### config.mk
export PLATFORM = sky130hd
export DESIGN_NAME = menu_state_controller
export DESIGN_NICKNAME = d
export VERILOG_FILES = /design/src/rtl/menu_state_controller.sv
export SDC_FILE = /design/constraint.sdc
export NUM_CORES = 1
export LEC_CHECK = 0
export BUFFER_PORTS_ARGS = -buffer_cell sky130_fd_sc_hd__buf_2
export CAP_MARGIN = 25
export CORE_MARGIN = 2
export CORE_UTILIZATION = 40
export CTS_CLUSTER_DIAMETER = 50
export DETAILED_ROUTE_END_ITERATION = 10
export GPL_TIMING_DRIVEN = 0
export SLEW_MARGIN = 10
export SYNTH_ARGS = -nofsm -noshare
export SYNTH_HDL_FRONTEND = slang
export SYNTH_SLANG_ARGS = --single-unit
### constraint.sdc
create_clock -name clk -period 2.1 [get_ports clk]
set_input_delay 0.42 -clock clk [delete_from_list [all_inputs] [get_ports clk]]
set_output_delay 0.42 -clock clk [all_outputs]
set_load 0.01 [all_outputs]
### src/rtl/menu_state_controller.sv
// -----------------------------------------------------------------------------
// menu_state_controller
//
// Mode-selection controller fed by the debounced per-button press detectors.
// Left/right presses walk a 4-entry menu, the centre press commits the
// highlighted entry as the active mode, and a third centre press (or a
// simultaneous left+right press) returns to the menu. Every transition passes
// through a SETTLE window during which new_state is held high so that all
// detectors clear their press counts and latches.
//
// Parameters
//   SETTLE_CYCLES : cycles new_state stays high per transition (legal 1..255)
//
// Ports
//   clk          in   system clock
//   reset        in   asynchronous, active-high reset
//   btnC_press   in   unlatched press level from the centre-button detector
//   btnL_press   in   unlatched press level from the left-button detector
//   btnR_press   in   unlatched press level from the right-button detector
//   btnC_count   in   2-bit centre press count from the centre detector
//   new_state    out  high while settling; clears every detector
//   selection    out  currently highlighted menu entry
//   mode         out  committed mode, meaningful while active = 1
//   active       out  high while in the ACTIVE state
//   mode_entered out  one-cycle pulse on the first ACTIVE cycle
// -----------------------------------------------------------------------------
module menu_state_controller #(
   parameter int unsigned SETTLE_CYCLES = 4
) (
   input  logic       clk,
   input  logic       reset,
   input  logic       btnC_press,
   input  logic       btnL_press,
   input  logic       btnR_press,
   input  logic [1:0] btnC_count,
   output logic       new_state,
   output logic [1:0] selection,
   output logic [1:0] mode,
   output logic       active,
   output logic       mode_entered
);

   typedef enum logic [1:0] {
      ST_MENU   = 2'd0,
      ST_ACTIVE = 2'd1,
      ST_SETTLE = 2'd2
   } state_t;

   // Value loaded into the settle counter; the window ends when it reaches 0,
   // so loading SETTLE_CYCLES-1 yields exactly SETTLE_CYCLES high cycles.
   localparam logic [7:0] SETTLE_LOAD = 8'(SETTLE_CYCLES - 1);

   // State registers and their next-state values.
   state_t     state_q,  state_d;
   state_t     target_q, target_d;
   logic [7:0] settle_cnt_q, settle_cnt_d;
   logic [1:0] selection_q,  selection_d;
   logic [1:0] mode_q,       mode_d;

   // Registered outputs.
   logic new_state_q;
   logic active_q;
   logic mode_entered_q;

   // Previous press levels for rising-edge detection.
   logic prev_c_q;
   logic prev_l_q;
   logic prev_r_q;

   logic c_edge;
   logic l_edge;
   logic r_edge;

   // A press counts once, on its rising edge; a held button never repeats.
   assign c_edge = btnC_press & ~prev_c_q;
   assign l_edge = btnL_press & ~prev_l_q;
   assign r_edge = btnR_press & ~prev_r_q;

   // ---------------------------------------------------------------------------
   // Next-state logic
   // ---------------------------------------------------------------------------
   always_comb begin
      // NOTE: every signal written here gets a default first, so no path
      // leaves it unassigned and no latch is inferred.
      state_d      = state_q;
      target_d     = target_q;
      settle_cnt_d = settle_cnt_q;
      selection_d  = selection_q;
      mode_d       = mode_q;

      unique case (state_q)
         ST_MENU: begin
            // Centre wins over any left/right edge in the same cycle.
            if (c_edge) begin
               mode_d       = selection_q;
               target_d     = ST_ACTIVE;
               settle_cnt_d = SETTLE_LOAD;
               state_d      = ST_SETTLE;
            end else if (r_edge && !l_edge) begin
               selection_d = selection_q + 2'd1;   // wraps 3 -> 0
            end else if (l_edge && !r_edge) begin
               selection_d = selection_q - 2'd1;   // wraps 0 -> 3
            end
         end

         ST_ACTIVE: begin
            // The centre detector's count reaches 3 on the third press since
            // it was last cleared, i.e. since ACTIVE was entered.
            if ((btnC_count == 2'b11) || (l_edge && r_edge)) begin
               target_d     = ST_MENU;
               settle_cnt_d = SETTLE_LOAD;
               state_d      = ST_SETTLE;
            end
         end

         ST_SETTLE: begin
            // Press inputs are ignored here; only the counter matters.
            if (settle_cnt_q == 8'd0) begin
               state_d = target_q;
            end else begin
               settle_cnt_d = settle_cnt_q - 8'd1;
            end
         end

         default: begin
            // Unused encoding: recover through a full settle into the menu.
            target_d     = ST_MENU;
            settle_cnt_d = SETTLE_LOAD;
            state_d      = ST_SETTLE;
         end
      endcase
   end

   // ---------------------------------------------------------------------------
   // State and output registers
   // ---------------------------------------------------------------------------
   // NOTE: sequential state uses non-blocking assignments so every register
   // samples the pre-edge values, independent of statement order.
   always_ff @(posedge clk or posedge reset) begin
      if (reset) begin
         // Reset lands in SETTLE so the detectors are cleared before MENU.
         state_q        <= ST_SETTLE;
         target_q       <= ST_MENU;
         settle_cnt_q   <= SETTLE_LOAD;
         selection_q    <= 2'd0;
         mode_q         <= 2'd0;
         new_state_q    <= 1'b1;
         active_q       <= 1'b0;
         mode_entered_q <= 1'b0;
         prev_c_q       <= 1'b0;
         prev_l_q       <= 1'b0;
         prev_r_q       <= 1'b0;
      end else begin
         state_q        <= state_d;
         target_q       <= target_d;
         settle_cnt_q   <= settle_cnt_d;
         selection_q    <= selection_d;
         mode_q         <= mode_d;
         // Outputs are decoded from the next state so they line up with the
         // state register rather than lagging it by a cycle.
         new_state_q    <= (state_d == ST_SETTLE);
         active_q       <= (state_d == ST_ACTIVE);
         mode_entered_q <= (state_q == ST_SETTLE) && (state_d == ST_ACTIVE);
         // Prev registers track the inputs in every state, so a button held
         // across the end of SETTLE produces no edge afterwards.
         prev_c_q       <= btnC_press;
         prev_l_q       <= btnL_press;
         prev_r_q       <= btnR_press;
      end
   end

   assign new_state    = new_state_q;
   assign selection    = selection_q;
   assign mode         = mode_q;
   assign active       = active_q;
   assign mode_entered = mode_entered_q;

endmodule

---- Word level (Yosys, flattened, before mapping) ----
Cells that the tools add are included.
word-level totals
  register bits ........................... 22
  input port bits ......................... 7
  output and inout bits ................... 7
  word-level logic and storage cells ...... 57
operators by class
  add/sub/neg operators ................... 3
  eq/ne operators ......................... 8
  multiplexer cells ....................... 13
  bitwise logic cells ..................... 8
  reductions and logical operators ........ 14
operators by type and width
  kind                   count
  $mux W8                3
  $pmux W8 S3            1
  $mux W2                7
  $pmux W2 S3            2
  $reduce_and A3 Y1      3
  $logic_not A8 Y1       1
  $sub A8 B1 Y8 const B  1
  $eq A2 B2 Y1 const B   3
  $ne A2 B2 Y1 const B   3
  $not A1 Y1             5
  $eq A2 B1 Y1 const B   2
  $logic_and A1 B1 Y1    4
  $and A1 B1 Y1          3
  $add A2 B1 Y2 const B  1
  $logic_not A1 Y1       2
  $logic_not A2 Y1       1
  $reduce_and A2 Y1      1
  $reduce_bool A2 Y1     1
  $sub A2 B1 Y2 const B  1
  $logic_or A1 B1 Y1     1

---- Depth between registers and ports, before layout ----
Gate-level depths: netlist (run 1).
  word-level depth ........................ 8
  depth in mapped cells ................... 8
  depth with buffers taken out ............ 7

---- Worst setup path before layout (run 1) ----
Ideal clock, no wire load.
  path kind ............................... input to register
  start point ............................. input port btnR_press
  end point ............................... register settle_cnt_q[5]
  library setup time ...................... 128 ps
  arrival time ............................ 1862 ps
  required time ........................... 1972 ps
  slack ................................... 110 ps
  stages .................................. 7
  buffers on the path ..................... 1
  cell sequence ........................... nor2b_1 -> ha_1 -> a211oi_1 -> o2bb2ai_1 -> buf_4 -> nor4_1 -> mux2_1
between the ends
  longest elaborated chain between the ends .. 5
ends and longest elaborated chain
  item                                RTL line  source
  start, declared                     34        input logic btnR_press,
  $and A1 B1 Y1                       77        assign r_edge = btnR_press & ~prev_r_q;
  $logic_and A1 B1 Y1                 109       if ((btnC_count == 2'b11) || (l_edge && r_edge)) begin
  $logic_or A1 B1 Y1                  109
  $ne A2 B2 Y1 (no source line)       n/a
  $reduce_and A3 Y1 (no source line)  n/a
  end signal, assigned                156       settle_cnt_q <= settle_cnt_d;
  end, declared                       56        logic [7:0] settle_cnt_q, settle_cnt_d;
No other way between the ends.
A chain may end at the register's enable or synchronous reset.

---- Worst setup path in the final report (run 1) ----
  start point ............................. register prev_l_q
  end point ............................... register settle_cnt_q[7]
between the ends
  longest elaborated chain between the ends .. 6
ends and longest elaborated chain
  item                                RTL line  source
  start, declared                     67        logic prev_l_q;
  start signal, assigned              167       prev_l_q <= btnL_press;
  $not A1 Y1                          76        assign l_edge = btnL_press & ~prev_l_q;
  $and A1 B1 Y1                       76
  $logic_and A1 B1 Y1                 109
  $logic_or A1 B1 Y1                  109
  $ne A2 B2 Y1 (no source line)       n/a
  $reduce_and A3 Y1 (no source line)  n/a
No other way between the ends.

==> results of run 1 <==
-- cell type report --
class                           instances  share of cell area
Sequential cell                        21              0.4540
Multi-Input combinational cell         64              0.4036
Timing Repair Buffer                   13             0.05567
Tap cell                               30             0.03212
Inverter                                8             0.02570
Clock buffer                            4             0.02248
Buffer                                  1            0.006424
-- where the power goes --
group | internal (uW) | switching [uW]
Sequential | 580 | 119
Combinational | 314 | 325
Clock | 74.1 | 116
-- metal layers --
metal / track usage / up-vias / part of all wire
li1: - / 366 / -
met2: 0.1865 / 8 / 0.46
met3: 0.02459 / 4 / 0.029
met5: 0 / - / 0
met4: 0.07500 / 0 / 0.018
met1: 0.1804 / 326 / 0.49
-- worst max-delay path, delay by kind of cell (launching register included) --
kind / cells / cell delay (ns)
compound gates: 2 / 0.24
mux: 1 / 0.35
flops: 1 / 0.37
buf+inv: 2 / 0.23
simple gates: 2 / 0.50
fa+ha+maj: 1 / 0.15
-- cell families (layout without fill, tap and decap cells) --
group           after synthesis  in the layout  share of synthesized area
xor+xnor                      3              3                    0.02540
fa+ha+maj                     3              3                    0.03628
flops                        21             21                     0.5127
compound gates               17             17                     0.1052
buf+inv                       9             26                    0.03628
mux                           6              6                    0.06771
simple gates                 35             35                     0.2165
-- path summary, 6_finish.rpt --
path | depth (start not counted) | endpoint | slack (ns)
worst max register to register | 8 | settle_cnt_q[7]$_DFFE_PP0P_ | 0.17
worst max-delay path | 8 | settle_cnt_q[7]$_DFFE_PP0P_ | 0.17
min in group asynchronous | 2 | settle_cnt_q[7]$_DFFE_PP0P_ | 0.24
worst min-delay path | 1 | prev_r_q$_DFF_PP0_ | 0.23
max in group asynchronous | 2 | mode[1]$_DFFE_PP0P_ | 1.39
worst min register to register | 1 | selection[1]$_DFFE_PP0P_ | 0.49
-- cells in the mapped netlist, types with 2 or more instances --
| cell | number |
|---|---|
| or2_2 | 2 |
| nand2_1 | 2 |
| nor4_1 | 3 |
| nor2_1 | 11 |
| nor2b_1 | 2 |
| dfstp_2 | 4 |
| a21oi_1 | 5 |
| dfrtp_1 | 17 |
| o21ai_0 | 4 |
| and2b_2 | 2 |
| nor3_1 | 2 |
| inv_1 | 8 |
| or3_1 | 3 |
| xor2_1 | 3 |
| ha_1 | 3 |
| mux2_1 | 3 |
| mux2_2 | 2 |
| a21o_1 | 3 |
-- per-stage QoR --
stage                     instance area, sq um  hold slack (ns)  std cells
final                                     1169           0.2304        141
after global routing                      1169           0.2252        141
after detailed placement                  1137           0.4801        137
after floorplan                           1035           0.3936         94
after global placement                    1137           0.4702        137
after CTS                                 1169           0.2220        141
-- state kept, by name, indices dropped and copies added, names as in the netlist --
name	count
settle_cnt_q	8
mode	2
new_state	1
target_q	1
mode_entered	1
selection	2
state_q	2
prev_c_q	1
prev_l_q	1
active	1
prev_r_q	1
==> impl_metrics.tcl, run 1 <==
set metrics [dict create \
    cp-startpoint "prev_l_q$_DFF_PP0_" \
    seq_area_frac_synth 0.5127 \
    vias_per_cell 4.993 \
    cp-end-kind "flop" \
    p_leak_uw 0.0005715 \
    first_iter_violations 3 \
    synth_top_flop_cell "dfrtp_1" \
    syn_to_final_growth_pct 12.94 \
    fin_crit_sh 0.9197 \
    yosys.area.top_type_share 0.4111 \
    multi_input_area_sq_um 471.7 \
    min_path_type "input pin to flop" \
    fin_skew_ns 0.004582 \
    core_sq_mm 0.002455 \
    root_buffer "clkbuf_4" \
    clock_latency_ns 0.30 \
    vdd_drop_max_uv 821.3 \
    grt_usage 0.1299 \
    cts_tree "done" \
    cts_sinks 21 \
    globalplace.congestion 0.7244 \
    ant_nets 0 \
    syn_area_sq_mm 0.001035 \
    grt_pass1_vias 621 \
    r2r_start "prev_l_q$_DFF_PP0_" \
    critical-path-slowest-cell "dfrtp_1" \
    seq_area_sq_um 530.5 \
    max_stage_delay_ns 0.37 \
    slew-limit-headroom 0.4870 \
    rsz0062_at_grt "false" \
    finalHoldViolCount 0 \
    tightest_slew_ns 0.7686 \
    ys_top_cells_by_area "dfrtp_1 41%, dfstp_2 10%, nor2_1 4.0%" \
    dr.pass1.iters 3 \
    fin_nets 122 \
    clockBufferDepth 2 \
    arrival_ns 2.13 \
    numCtsBuffers 3 \
    grt_pass1_wl_um 2739 \
    drive_above_1_share 0.2973 \
    cts.clk_slew.worst_paths_ns 0.11 \
    final_cell_mix "17 x dfrtp_1, 13 x buf_2, 11 x nor2_1, 8 x inv_1, 5 x a21oi_1" \
    path_max_fanout 10 \
    row_count 18 \
    ios 14 \
    num_vias 704 \
    die_x_um 54.86 \
    p_total_uw 1529 \
    max_cap_violations 0 \
    grt_start_max_net_pins 22 \
    routedWlPerCell_um 11.52 \
    period_minus_slack_ns 1.931 \
    die_area_sq_mm 0.003010 \
    synth_edf_count 0 \
    htree_levels 1 \
    yosysTopAreaCell "dfrtp_1" \
    synth.avg_cell_area_sq_um 11.01 \
    dp_hpwl_um 1223 \
    antenna_found_initial 0 \
    drv_slew 0 \
    critPathKind "flop to flop" \
    post-place-ws_ns -0.2131 \
    required_ns 2.30 \
    grt_overflow 0 \
    syn-instance-count 94 \
    p_per_area_mw_per_mm2 1308 \
    synth-seq-cells 21 \
    crit_path_start_kind "flop" \
    ys.warnings.count 0 \
    die_y_um 54.86 \
    drt-total-wl_um 1624 \
    hp-start "btnR_press" \
    fin_util 0.4760 \
    synthesis.nets 104 \
    final_common_cell "dfrtp_1" \
    status "completed" \
    worst_slack_ns 0.1687 \
    finalSetupTns_ns 0 \
    drc 0 \
    num_antenna_cells 0 \
    post_cts_resized 1 \
    portBuffers 13 \
    async_reset_ff_frac 1.000 \
    max_freq_mhz 517.8 \
    fillCellCount 230 \
    cp_cell_sequence "nand2b_1 -> inv_1 -> ha_1 -> a211oi_2 -> o2bb2ai_1 -> buf_4 -> nor4b_1 -> mux2_1" \
    setup_violations 0 \
    yosysUniqueCellTypes 33 \
    initial_core_util 0.4215 \
    post_cts_buffers 0 \
    ctsHoldBuffers 0 \
]
No activity file was read; power rests on OpenSTA's default activity.
==> run 2, diff against run 1 <==
CORE_ASPECT_RATIO = 0.5   (was unset)
CORE_UTILIZATION = 37   (was 40)
==> run 2 against run 1 <==
  * Die area grew 8.4%
  * Clock power grew 41%
  * Global-route usage grew 0.56 points
  * Final area grew 6.2%
  * Sequential power grew 2%
==> impl_metrics.tcl, run 2 (same netlist as run 1, synthesis figures left out) <==
set metrics [dict create \
    required_ns 2.25 \
    post_cts_buffers 0 \
    dr.pass1.iters 4 \
    status "completed" \
    num_vias 724 \
    setup_violations 0 \
    grt_overflow 0 \
    placedInstanceArea_sq_mm 0.001146 \
    row_count 13 \
    drc 0 \
    tightest_slew_ns 0.8089 \
    cts_tree "done" \
    top_register "settle_cnt_q" \
    clock_latency_ns 0.26 \
    p_leak_uw 0.0005871 \
    p_per_area_mw_per_mm2 1362 \
    fin_nets 122 \
    antenna_found_initial 0 \
    initial_core_util 0.3951 \
    die_x_um 78.79 \
    rsz0062_at_grt "true" \
    arrival_ns 2.18 \
    final_common_cell "dfrtp_1" \
    root_buffer "clkbuf_8" \
    vdd_drop_max_uv 392.7 \
    cp-end-kind "flop" \
    fin_area_sq_mm 0.001241 \
    largest_reg_flops 8 \
    portBuffers 13 \
    die_y_um 41.40 \
    num_antenna_cells 0 \
    period_minus_slack_ns 2.027 \
    fin_skew_ns 0.001747 \
    vias_per_cell 4.892 \
    ant_nets 0 \
    ctsHoldBuffers 0 \
    max_freq_mhz 493.4 \
    ios 14 \
    routedWlPerCell_um 12.94 \
    grt_pass1_vias 670 \
    p_total_uw 1690 \
    cts.clk_slew.worst_paths_ns 0.08 \
    max_cap_violations 0 \
    htree_levels 1 \
    final_cell_mix "17 x dfrtp_1, 13 x buf_2, 11 x nor2_1, 8 x inv_1, 5 x a21oi_1" \
    crit_path_start_kind "flop" \
    core_sq_mm 0.002619 \
    syn_to_final_growth_pct 19.95 \
    drt-total-wl_um 1915 \
    dp_hpwl_um 1331 \
    cts_sinks 21 \
    r2r_slack_ns 0.07 \
    drv_slew 0 \
    first_iter_violations 7 \
    min_path_type "input pin to flop" \
    drive_above_1_share 0.3333 \
    grt_usage 0.1355 \
    finalHoldViolCount 0 \
    die_area_sq_mm 0.003261 \
    numCtsBuffers 3 \
    critPathKind "flop to flop" \
    grt_start_max_net_pins 22 \
    slew-limit-headroom 0.4601 \
    globalplace.congestion 0.8010 \
    grt_pass1_wl_um 3111 \
    path_max_fanout 5 \
    fin_crit_sh 0.9651 \
    clockBufferDepth 2 \
]
[run 2: changes by cell type in the layout (fill, tap and decap cells not counted), sizes merged]
| cell | previous run | this run |
|---|---|---|
| clkbuf | 4 | 3 |
| clkinv | 0 | 1 |
[run 2: repair_timing]
item | 4_1_cts | 5_1_grt
pin swaps | 0 | 1
gates resized for setup | 1 | 6
endpoints found under the setup margin | 3 | 3
[run 2: worst max-delay path: stages (launching register included)]
cell and delay [ns]:
dfstp_2 0.59, or4b_4 0.52, nor3_4 0.36, nor4b_2 0.11
mux2_1 0.33
[run 2: routing by layer]
layer / vias up / GRT usage / share of wire / wire (um)
li1: 362 / - / - / -
met3: 2 / 0.05172 / 0.042 / 80
met2: 15 / 0.2500 / 0.48 / 923
met5: - / 0 / 0 / 0
met4: 0 / 0.05263 / 0.0037 / 7
met1: 345 / 0.1517 / 0.47 / 904
[run 2: cell type report]
class	instances	area, sq um
Buffer	1	7.507
Clock inverter	1	5.005
Multi-Input combinational cell	64	515.5
Timing Repair Buffer	13	65.06
Fill cell	243	1378
Tap cell	37	46.29
Sequential cell	21	530.5
Inverter	8	30.03
Clock buffer	3	41.29
[run 2: report_power, final]
group / leakage [uW] / switching [uW] / internal [uW]
clock: 0.0000255 / 136 / 132
combinational: 0.000307 / 375 / 337
sequential: 0.000255 / 129 / 581
[run 2: per-stage QoR]
stage                     cells  setup slack (ns)  hold slack [ns]  utilization  TNS [ns]
final                       148           0.07322           0.2687       0.4740         0
after global routing        148          -0.03210           0.2624       0.4740  -0.04150
after CTS                   148           0.09676           0.2621       0.4572         0
after detailed placement    144           -0.2637           0.4883       0.4376    -1.131
after global placement      144           -0.2656           0.4709       0.4376    -1.136
after floorplan              94            0.1103           0.3936            -         0
[run 2: final timing paths]
kind / start / end / cells after the start
worst min-delay path: btnR_press / prev_r_q$_DFF_PP0_ / 1
min in group asynchronous: reset / settle_cnt_q[7]$_DFFE_PP0P_ / 2
worst max register to register: state_q[1]$_DFF_PP1_ / settle_cnt_q[7]$_DFFE_PP0P_ / 4
worst max-delay path: state_q[1]$_DFF_PP1_ / settle_cnt_q[7]$_DFFE_PP0P_ / 4
worst min register to register: selection[1]$_DFFE_PP0P_ / selection[1]$_DFFE_PP0P_ / 1
max in group asynchronous: reset / prev_c_q$_DFF_PP0_ / 2
